--- src/rtl/semi_auto_nav.sv ---
// semi_auto_nav: right-hand-wall maze navigation controller.
// Turns obstacle-detector bits into move/turn command levels.
//
// Ports:
//   sys_clk              in   system clock
//   rst                  in   synchronous active-low reset
//   enable               in   auto mode active; low forces IDLE
//   front_detector       in   1 = wall ahead
//   left_detector        in   1 = wall on left
//   right_detector       in   1 = wall on right
//   back_detector        in   1 = wall behind (status only)
//   move_forward_signal  out  forward command level
//   turn_left_signal     out  left-turn command level
//   turn_right_signal    out  right-turn command level
//   move_backward_signal out  reverse command, tied low
//   nav_state            out  current state encoding
module semi_auto_nav #(
  parameter int unsigned TURN_CYCLES   = 90_000_000,
  parameter int unsigned SETTLE_CYCLES = 50_000_000,
  parameter int unsigned CNT_W         = 32
) (
  input  logic       sys_clk,
  input  logic       rst,
  input  logic       enable,
  input  logic       front_detector,
  input  logic       left_detector,
  input  logic       right_detector,
  input  logic       back_detector,
  output logic       move_forward_signal,
  output logic       turn_left_signal,
  output logic       turn_right_signal,
  output logic       move_backward_signal,
  output logic [2:0] nav_state
);

  typedef enum logic [2:0] {
    S_IDLE   = 3'd0,
    S_DECIDE = 3'd1,
    S_FWD    = 3'd2,
    S_TURN_L = 3'd3,
    S_TURN_R = 3'd4,
    S_TURN_B = 3'd5,
    S_EXIT   = 3'd6
  } state_e;

  // Terminal counter values: a state of duration N
  // leaves on the edge where cnt == N-1.
  localparam logic [CNT_W-1:0] TURN_LAST =
    CNT_W'(TURN_CYCLES - 1);
  localparam logic [CNT_W-1:0] BACK_LAST =
    CNT_W'(2 * TURN_CYCLES - 1);
  localparam logic [CNT_W-1:0] SETTLE_LAST =
    CNT_W'(SETTLE_CYCLES - 1);

  state_e           state_q, state_d;
  logic [CNT_W-1:0] cnt_q, cnt_d;
  logic             timed;

  // Rear detector is reported by the link but
  // plays no part in the wall-following rule.
  logic unused_back;
  assign unused_back = back_detector;

  always_comb begin
    state_d = state_q;
    timed   = 1'b0;
    unique case (state_q)
      S_IDLE: begin
        state_d = S_DECIDE;
      end
      S_DECIDE: begin
        if (!right_detector) begin
          state_d = S_TURN_R;
        end else if (!front_detector) begin
          state_d = S_EXIT;
        end else if (!left_detector) begin
          state_d = S_TURN_L;
        end else begin
          state_d = S_TURN_B;
        end
      end
      S_FWD: begin
        if (front_detector || !left_detector ||
            !right_detector) begin
          state_d = S_DECIDE;
        end
      end
      S_TURN_L, S_TURN_R: begin
        timed = 1'b1;
        if (cnt_q == TURN_LAST) begin
          state_d = S_EXIT;
        end
      end
      S_TURN_B: begin
        timed = 1'b1;
        if (cnt_q == BACK_LAST) begin
          state_d = S_EXIT;
        end
      end
      S_EXIT: begin
        // A wall ahead pre-empts the settle timer;
        // side openings are deliberately ignored
        // until the car has cleared the junction.
        timed = 1'b1;
        if (front_detector) begin
          state_d = S_DECIDE;
        end else if (cnt_q == SETTLE_LAST) begin
          state_d = S_FWD;
        end
      end
      default: begin
        state_d = S_IDLE;
      end
    endcase

    if (!enable) begin
      state_d = S_IDLE;
    end
  end

  // Counter restarts on every state change so each
  // timed state measures its own dwell from zero.
  always_comb begin
    cnt_d = '0;
    if (timed && (state_d == state_q)) begin
      cnt_d = cnt_q + 1'b1;
    end
  end

  always_ff @(posedge sys_clk) begin
    if (!rst) begin
      state_q <= S_IDLE;
      cnt_q   <= '0;
    end else begin
      state_q <= state_d;
      cnt_q   <= cnt_d;
    end
  end

  assign move_forward_signal =
    (state_q == S_FWD) || (state_q == S_EXIT);
  assign turn_right_signal =
    (state_q == S_TURN_R) || (state_q == S_TURN_B);
  assign turn_left_signal     = (state_q == S_TURN_L);
  assign move_backward_signal = 1'b0;
  assign nav_state            = state_q;

endmodule

--- config.mk ---
export PLATFORM = sky130hd
export DESIGN_NAME = semi_auto_nav
export DESIGN_NICKNAME = d
export VERILOG_FILES = /design/src/rtl/semi_auto_nav.sv
export SDC_FILE = /design/constraint.sdc
export NUM_CORES = 1
export LEC_CHECK = 0
export ABC_CLOCK_PERIOD_IN_PS = 2600
export BUFFER_PORTS_ARGS = -buffer_cell sky130_fd_sc_hd__buf_4
export CAP_MARGIN = 30
export CORE_ASPECT_RATIO = 1.1
export CORE_MARGIN = 2
export CORE_UTILIZATION = 40
export CTS_BUF_LIST = sky130_fd_sc_hd__clkbuf_16
export DETAILED_ROUTE_END_ITERATION = 10
export SLEW_MARGIN = 15
export SYNTH_ARGS = -nofsm -noshare
export SYNTH_HDL_FRONTEND = slang
export SYNTH_SLANG_ARGS = --single-unit
--- constraint.sdc ---
create_clock -name sys_clk -period 2.6 [get_ports sys_clk]
set_input_delay 0.13 -clock sys_clk [delete_from_list [all_inputs] [get_ports sys_clk]]
set_output_delay 0.13 -clock sys_clk [all_outputs]
set_load 0.03 [all_outputs]
==> summary.log, run 1 <==
INFO  worst_hold_path min_delay_path_class=input port to register
INFO  setup_path     critical_path_top_delay_cell=sky130_fd_sc_hd__or4_1
INFO  detailed_routing via_count=1735
INFO  detailed_routing drc=0
INFO  grt            first_global_vias=1620
INFO  setup_path     setup.worst_path.class=register to register
INFO  die            core=0.00493mm²
INFO  logic_synthesis register_bit_count_reported_by_yosys=35
INFO  sta            timing.final.crit_share=87.3%
INFO  sta            skew=0.00296ns
INFO  detailed_routing wire_per_inst=14.2µm
INFO  clocking       cts_setup_buffers=0
INFO  setup_path     reg2reg_setup_slack=0.33ns
INFO  clocking       post_cts_resize_count=0
INFO  clocking       number_of_levels_in_the_clock_h_tree=2
INFO  sta            period_needed=2.27ns
INFO  detailed_routing routed_wl=4410µm
INFO  clocking       worst_skew_pair.late_latency=0.28ns
INFO  power          worst_ir_drop_vdd=269µV
INFO  detailed_routing post_drt_via_cell_ratio=5.60
INFO  grt            grt_use_total=17.4%
INFO  setup_path     critPathTopFamily=simple AND/OR/NAND/NOR gates
INFO  sta            report.final.hold_viol_count=0
INFO  die            cell_row_count=27
INFO  sta            finalSetupViolations=0
INFO  logic_synthesis synthesis.nets=245
INFO  worst_hold_path worst_hold_startpoint=rst
INFO  layout         antennaDiodeCount=0
INFO  die            initial_core_utilization=40.8%
INFO  die            ios=14
INFO  clocking       clkSinkCount=35
INFO  sta            fin_setup_tns=0ns
INFO  clocking       holdBufCountCts=0
INFO  logic_synthesis syn-cell-area=0.00201mm²
INFO  detailed_routing post_detailed_route_count_of_antenna_violating_nets=0
INFO  setup_path     crit-reg2reg-launch=cnt_q[8]
INFO  setup_path     cp.required=2.77ns
INFO  place          dpl_cell_area=0.00217mm²
INFO  logic_synthesis synth_warnings=0
INFO  clocking       cts_tree=yes
INFO  logic_synthesis number_of_enable_type_register_cells_in_the_synthesized_netlist=0
INFO  place          gpl.final_weighted_congestion=0.805
INFO  sta            whs=0.115ns
INFO  logic_synthesis ys_dominant_reg_cell=sky130_fd_sc_hd__dfxtp_1
INFO  place          port_buffers=11
INFO  detailed_routing first_iter_violations=105
INFO  grt            grt.overflow.total=0
INFO  place          dpl.cell_count=302
INFO  logic_synthesis synth_area_per_cell=8.49µm²
INFO  layout         stdcell_count=310
INFO  clocking       clk_pin_slew=0.05ns
INFO  clocking       cts.root.buffer_cell=sky130_fd_sc_hd__clkbuf_16
INFO  layout         nets=259
INFO  logic_synthesis ys_types=48
INFO  setup_path     crit_path_start_kind=register
INFO  grt            grt_start_max_net_pins=33
INFO  logic_synthesis synth_cells=237
INFO  sta            timing_max_transition_violations_final=0
INFO  die            horizontal_die_dimension=71.6µm
INFO  die            design.die.area=0.00561mm²
INFO  setup_path     largest_fanout_of_any_net_on_the_critical_path=32
INFO  clocking       cts_buffer_depth=2
INFO  layout         areaGrowthSynthToFinish=14.6%
INFO  setup_path     worst_setup_path_end_kind=register
INFO  setup_path     max_stage_delay=0.58ns
INFO  layout         layout-drive-gt1-share=15.1%
INFO  grt            wire_length_of_the_first_global_routing_pass=7660µm
INFO  grt            initial_antenna_violation_count=0
INFO  sta            max_freq=441MHz
INFO  clocking       cts-buffers-inserted=5
INFO  logic_synthesis synth.yosys.seq_area_share=34.8%
INFO  setup_path     arrival=2.43ns
INFO  power          leakagePower=0.000762µW
INFO  layout         utilization=46.8%
INFO  setup_path     critical_path.cell_chain=or4_1 > nor3_2 > nand4_1 > a22oi_2 > a221o_2 > buf_12 > nor3_1
INFO  layout         final_cell_area=0.00231mm²
INFO  logic_synthesis post_synth_arst_share=0%
INFO  detailed_routing dr.pass1.iters=5
INFO  die            die_h=78.4µm
INFO  setup_path     cp-startpoint=cnt_q[8]
INFO  place          dp_hpwl=2990µm
INFO  sta            rsz0062_at_grt=false
INFO  power          power_per_cell_area=512mW/mm²
INFO  status         status=complete, no violations
INFO  run            maxCapViolCount=0
INFO  setup_path     critical_path.n_buffers_inverters=1
[power by group]
group / switching (µW) / internal, µW / total, µW
logic: 47.4 / 30.2 / 77.6
registers: 0.948 / 539 / 540
clock network: 219 / 344 / 563
total: 267 / 913 / 1180
[cell type report]
type                    count  area, µm²
clock inverters             3       11.3
fillers                   497       2630
inverters                   5       18.8
multi-input cells         185       1210
repair buffers             19        168
clock buffers               5        125
flip-flops and latches     35        701
well taps                  58       72.6
[state kept, by name, indices dropped and copies added (netlist names)]
name       cells
cnt_q         32
nav_state      3
[metrics by stage]
| step | total power, µW | setup WS (ns) |
|---|---|---|
| 2_1_floorplan | 604 | 0.268 |
| 3_3_place_gp | 629 | 0.359 |
| 3_5_place_dp | 629 | 0.356 |
| 4_1_cts | 1200 | 0.349 |
| 5_1_grt | 1230 | 0.186 |
| 6_report | 1180 | 0.331 |
[metal layers]
layer  track usage (%)  vias to the layer above  routed length, µm
met1              22.0                      823               2170
met4              7.36                        0                 50
li1                  -                      885                  -
met2              27.8                       23               2050
met3              4.36                        4                144
met5                 0                        -                  0
[cells by family after synthesis]
group	count (synthesis)	share of synthesized area (%)
and+or+nand+nor	135	39.6
DFF	35	34.8
xor gates and xnor gates	30	13.1
AOI/OAI and AO/OA	18	6.65
buffers and inverters	17	5.04
adders and majority gates	1	0.622
other	1	0.186
[layout by cell type, fill, tap and decap left out, types with 3 or more instances in the layout]
| cell | Yosys | routed |
|---|---|---|
| sky130_fd_sc_hd__dfxtp_1 | 35 | 35 |
| sky130_fd_sc_hd__and3_1 | 7 | 7 |
| sky130_fd_sc_hd__xor2_1 | 16 | 16 |
| sky130_fd_sc_hd__nor3_1 | 34 | 34 |
| sky130_fd_sc_hd__inv_1 | 5 | 6 |
| sky130_fd_sc_hd__xnor2_1 | 14 | 14 |
| sky130_fd_sc_hd__nor4_1 | 5 | 5 |
| sky130_fd_sc_hd__nor2b_1 | 4 | 4 |
| sky130_fd_sc_hd__nand3_1 | 19 | 19 |
| sky130_fd_sc_hd__nand2_1 | 14 | 14 |
| sky130_fd_sc_hd__nor3_2 | 4 | 4 |
| sky130_fd_sc_hd__nor2_1 | 10 | 10 |
| sky130_fd_sc_hd__a21oi_1 | 4 | 4 |
| sky130_fd_sc_hd__and2_1 | 4 | 4 |
| sky130_fd_sc_hd__clkbuf_16 | 0 | 5 |
| sky130_fd_sc_hd__nand3b_1 | 3 | 3 |
| sky130_fd_sc_hd__buf_4 | 4 | 17 |
| sky130_fd_sc_hd__nand4_1 | 13 | 13 |
[worst min-delay path, delay by kind of cell]
kind	cells	cell delay, ns
buffers and inverters	2	0.13
AND/OR/NAND/NOR	1	0.09
[worst paths after layout]
check / end / cells past startpoint
setup / recovery: cnt_q[8] / 7
hold / removal: nav_state[2] / 3
setup reg to reg: cnt_q[8] / 7
hold reg to reg: cnt_q[0] / 1
[synth_stat cells, types with 2 or more instances]
| cell type | instances | area [µm²] |
|---|---|---|
| sky130_fd_sc_hd__a21oi_1 | 4 | 20.0 |
| sky130_fd_sc_hd__a31oi_1 | 2 | 12.5 |
| sky130_fd_sc_hd__and2_1 | 4 | 25.0 |
| sky130_fd_sc_hd__and3_1 | 7 | 43.8 |
| sky130_fd_sc_hd__buf_4 | 4 | 30.0 |
| sky130_fd_sc_hd__buf_6 | 3 | 33.8 |
| sky130_fd_sc_hd__clkbuf_1 | 5 | 18.8 |
| sky130_fd_sc_hd__dfxtp_1 | 35 | 701 |
| sky130_fd_sc_hd__inv_1 | 5 | 18.8 |
| sky130_fd_sc_hd__nand2_1 | 14 | 52.6 |
| sky130_fd_sc_hd__nand3_1 | 19 | 95.1 |
| sky130_fd_sc_hd__nand3b_1 | 3 | 22.5 |
| sky130_fd_sc_hd__nand4_1 | 13 | 81.3 |
| sky130_fd_sc_hd__nand4b_1 | 2 | 17.5 |
| sky130_fd_sc_hd__nor2_1 | 10 | 37.5 |
| sky130_fd_sc_hd__nor2b_1 | 4 | 25.0 |
| sky130_fd_sc_hd__nor3_1 | 34 | 170 |
| sky130_fd_sc_hd__nor3_2 | 4 | 40.0 |
| sky130_fd_sc_hd__nor3b_1 | 2 | 15.0 |
| sky130_fd_sc_hd__nor4_1 | 5 | 31.3 |
| sky130_fd_sc_hd__o21ai_0 | 2 | 10.0 |
| sky130_fd_sc_hd__or3_1 | 2 | 12.5 |
| sky130_fd_sc_hd__xnor2_1 | 14 | 123 |
| sky130_fd_sc_hd__xor2_1 | 16 | 140 |
No activity file was read; power rests on OpenSTA's default activity.
==> run 2: changes to the inputs <==
Settings changed: CORE_MARGIN 2 to not set.
==> summary.log, run 2 (synthesis results as in run 1) <==
INFO  status         status=complete, no violations
INFO  clocking       post_cts_resize_count=0
INFO  clocking       clk_pin_slew=0.05ns
INFO  clocking       cts-buffers-inserted=5
INFO  grt            initial_antenna_violation_count=0
INFO  worst_hold_path min_delay_path_class=input port to register
INFO  power          p_comb_share=6.6%
INFO  clocking       cts.root.buffer_cell=sky130_fd_sc_hd__clkbuf_16
INFO  detailed_routing dr.pass1.iters=4
INFO  layout         utilization=48.5%
INFO  sta            whs=0.118ns
INFO  layout         fillCellCount=460
INFO  detailed_routing routed_wl=4360µm
INFO  power          leakagePower=0.000768µW
INFO  sta            skew=0.00318ns
INFO  layout         areaGrowthSynthToFinish=14.6%
INFO  layout         largest_register_ffs=32
INFO  layout         layout-drive-gt1-share=15.5%
INFO  power          p_int=915µW
INFO  grt            first_global_vias=1594
INFO  sta            finalSetupViolations=0
INFO  detailed_routing post_drt_via_cell_ratio=5.59
INFO  grt            grt_use_total=18.2%
INFO  sta            max_freq=440MHz
INFO  sta            period_needed=2.27ns
INFO  setup_path     worst_setup_path_end_kind=register
INFO  power          power_per_cell_area=510mW/mm²
INFO  layout         layout_common_cells=sky130_fd_sc_hd__dfxtp_1 (35), sky130_fd_sc_hd__nor3_1 (34), sky130_fd_sc_hd__nand3_1 (19)
INFO  clocking       cts_tree=yes
INFO  setup_path     critical_path.cell_chain=or4_1 > nor3_2 > nand4_1 > a22oi_2 > a221o_2 > buf_12 > nor3_1
INFO  setup_path     arrival=2.43ns
INFO  sta            rsz0062_at_grt=false
INFO  power          worst_ir_drop_vdd=288µV
INFO  die            die_h=76.4µm
INFO  place          gpl.final_weighted_congestion=0.806
INFO  power          power.net_switching=260µW
INFO  power          netSwitchingFraction=22.2%
INFO  grt            grt_start_max_net_pins=33
INFO  setup_path     timing.reg2reg.worst_path_depth=7
INFO  setup_path     critPathTopFamily=simple AND/OR/NAND/NOR gates
INFO  place          dpl.cell_count=300
INFO  power          total_power=1170µW
INFO  place          dp_hpwl=3020µm
INFO  layout         antennaDiodeCount=0
INFO  die            initial_core_utilization=42.4%
INFO  detailed_routing drc=0
INFO  setup_path     max_stage_delay=0.59ns
INFO  sta            report.final.hold_viol_count=0
INFO  die            design.die.area=0.00532mm²
INFO  sta            timing.final.crit_share=87.4%
INFO  detailed_routing post_detailed_route_count_of_antenna_violating_nets=0
INFO  sta            relSlewSlack=61.5%
INFO  sta            actual_transition_at_the_worst_max_transition_pin=0.569ns
INFO  power          power.clock.fraction=47.5%
INFO  setup_path     cp.required=2.76ns
INFO  setup_path     worst-path-stages=7
INFO  setup_path     setup.worst_path.class=register to register
INFO  setup_path     largest_fanout_of_any_net_on_the_critical_path=32
INFO  detailed_routing wire_per_inst=14.2µm
INFO  clocking       number_of_levels_in_the_clock_h_tree=2
INFO  clocking       holdBufCountCts=0
INFO  clocking       worst_skew_pair.late_latency=0.27ns
INFO  clocking       cts_setup_buffers=0
INFO  setup_path     crit_path_start_kind=register
INFO  die            horizontal_die_dimension=69.6µm
INFO  setup_path     critical_path_top_delay_cell=sky130_fd_sc_hd__or4_1
INFO  worst_hold_path holdPathStages=3
INFO  sta            fin_setup_tns=0ns
INFO  die            cell_row_count=26
INFO  detailed_routing via_count=1723
INFO  power          power.sequential.fraction=45.9%
INFO  grt            wire_length_of_the_first_global_routing_pass=7750µm
INFO  layout         top_register=cnt_q
INFO  detailed_routing first_iter_violations=145
INFO  die            ios=14
INFO  grt            grt.overflow.total=0
INFO  die            core=0.00475mm²
INFO  sta            timing_max_transition_violations_final=0
INFO  run            maxCapViolCount=0
INFO  place          port_buffers=11
INFO  layout         stdcell_count=308
INFO  layout         mostFrequentLayoutCell=sky130_fd_sc_hd__dfxtp_1
INFO  clocking       cts_buffer_depth=2
INFO  setup_path     critical_path.n_buffers_inverters=1
INFO  clocking       clkSinkCount=35
INFO  layout         nets=259
==> run 2: cell types whose count changed in the layout (fill, tap and decap cells not counted) <==
| cell | delta |
|---|---|
| sky130_fd_sc_hd__clkinv_1 | -2 |
| sky130_fd_sc_hd__inv_1 | +1 |
| sky130_fd_sc_hd__clkinv_2 | +1 |
==> run 2: cell type report <==
| type | count | area (µm²) | area share (%) |
|---|---|---|---|
| Timing Repair Buffer | 19 | 168 | 7.27 |
| Sequential cell | 35 | 701 | 30.4 |
| Inverter | 5 | 18.8 | 0.814 |
| Clock inverter | 3 | 12.5 | 0.543 |
| Clock buffer | 5 | 125 | 5.43 |
| Multi-Input combinational cell | 185 | 1210 | 52.5 |
| Tap cell | 56 | 70.1 | 3.04 |
==> run 2: layer usage <==
layer	share of wire, %	global-route usage [%]	wire length, µm
met1	49	24.9	2140
met2	46	26.7	2010
met5	0	0	0
met4	1.9	9.00	81
met3	3.0	4.37	132
==> run 2: worst paths after layout <==
path         startpoint  slack, ns            to
max            cnt_q[8]       0.33      cnt_q[2]
min                 rst       0.12  nav_state[2]
max reg2reg    cnt_q[8]       0.33      cnt_q[2]
min reg2reg    cnt_q[0]       0.48      cnt_q[0]
==> run 2: power groups by stage <==
| stage | Combinational (µW) | Sequential, µW | Clock (µW) |
|---|---|---|---|
| CTS | 78.0 | 539 | 573 |
| global placement | 77.7 | 551 | 0 |
| detailed placement | 77.7 | 551 | 0 |
| finish | 77.4 | 540 | 558 |
| floorplan | 48.6 | 555 | 0 |
| global route | 85.1 | 539 | 597 |
==> run 2: stage by stage <==
| step | setup WS [ns] | cell area (µm²) |
|---|---|---|
| after floorplan | 0.268 | 2010 |
| after global placement | 0.329 | 2170 |
| after detailed placement | 0.352 | 2170 |
| after CTS | 0.339 | 2300 |
| after global routing | 0.195 | 2300 |
| final | 0.327 | 2300 |
==> run 2: worst reg2reg max path: stages, from the launching register on <==
cell and delay (ns):
sky130_fd_sc_hd__dfxtp_1 0.35, sky130_fd_sc_hd__or4_1 0.59, sky130_fd_sc_hd__nor3_2 0.24, sky130_fd_sc_hd__nand4_1 0.22
sky130_fd_sc_hd__a22oi_2 0.27, sky130_fd_sc_hd__a221o_2 0.21, sky130_fd_sc_hd__buf_12 0.19, sky130_fd_sc_hd__nor3_1 0.11
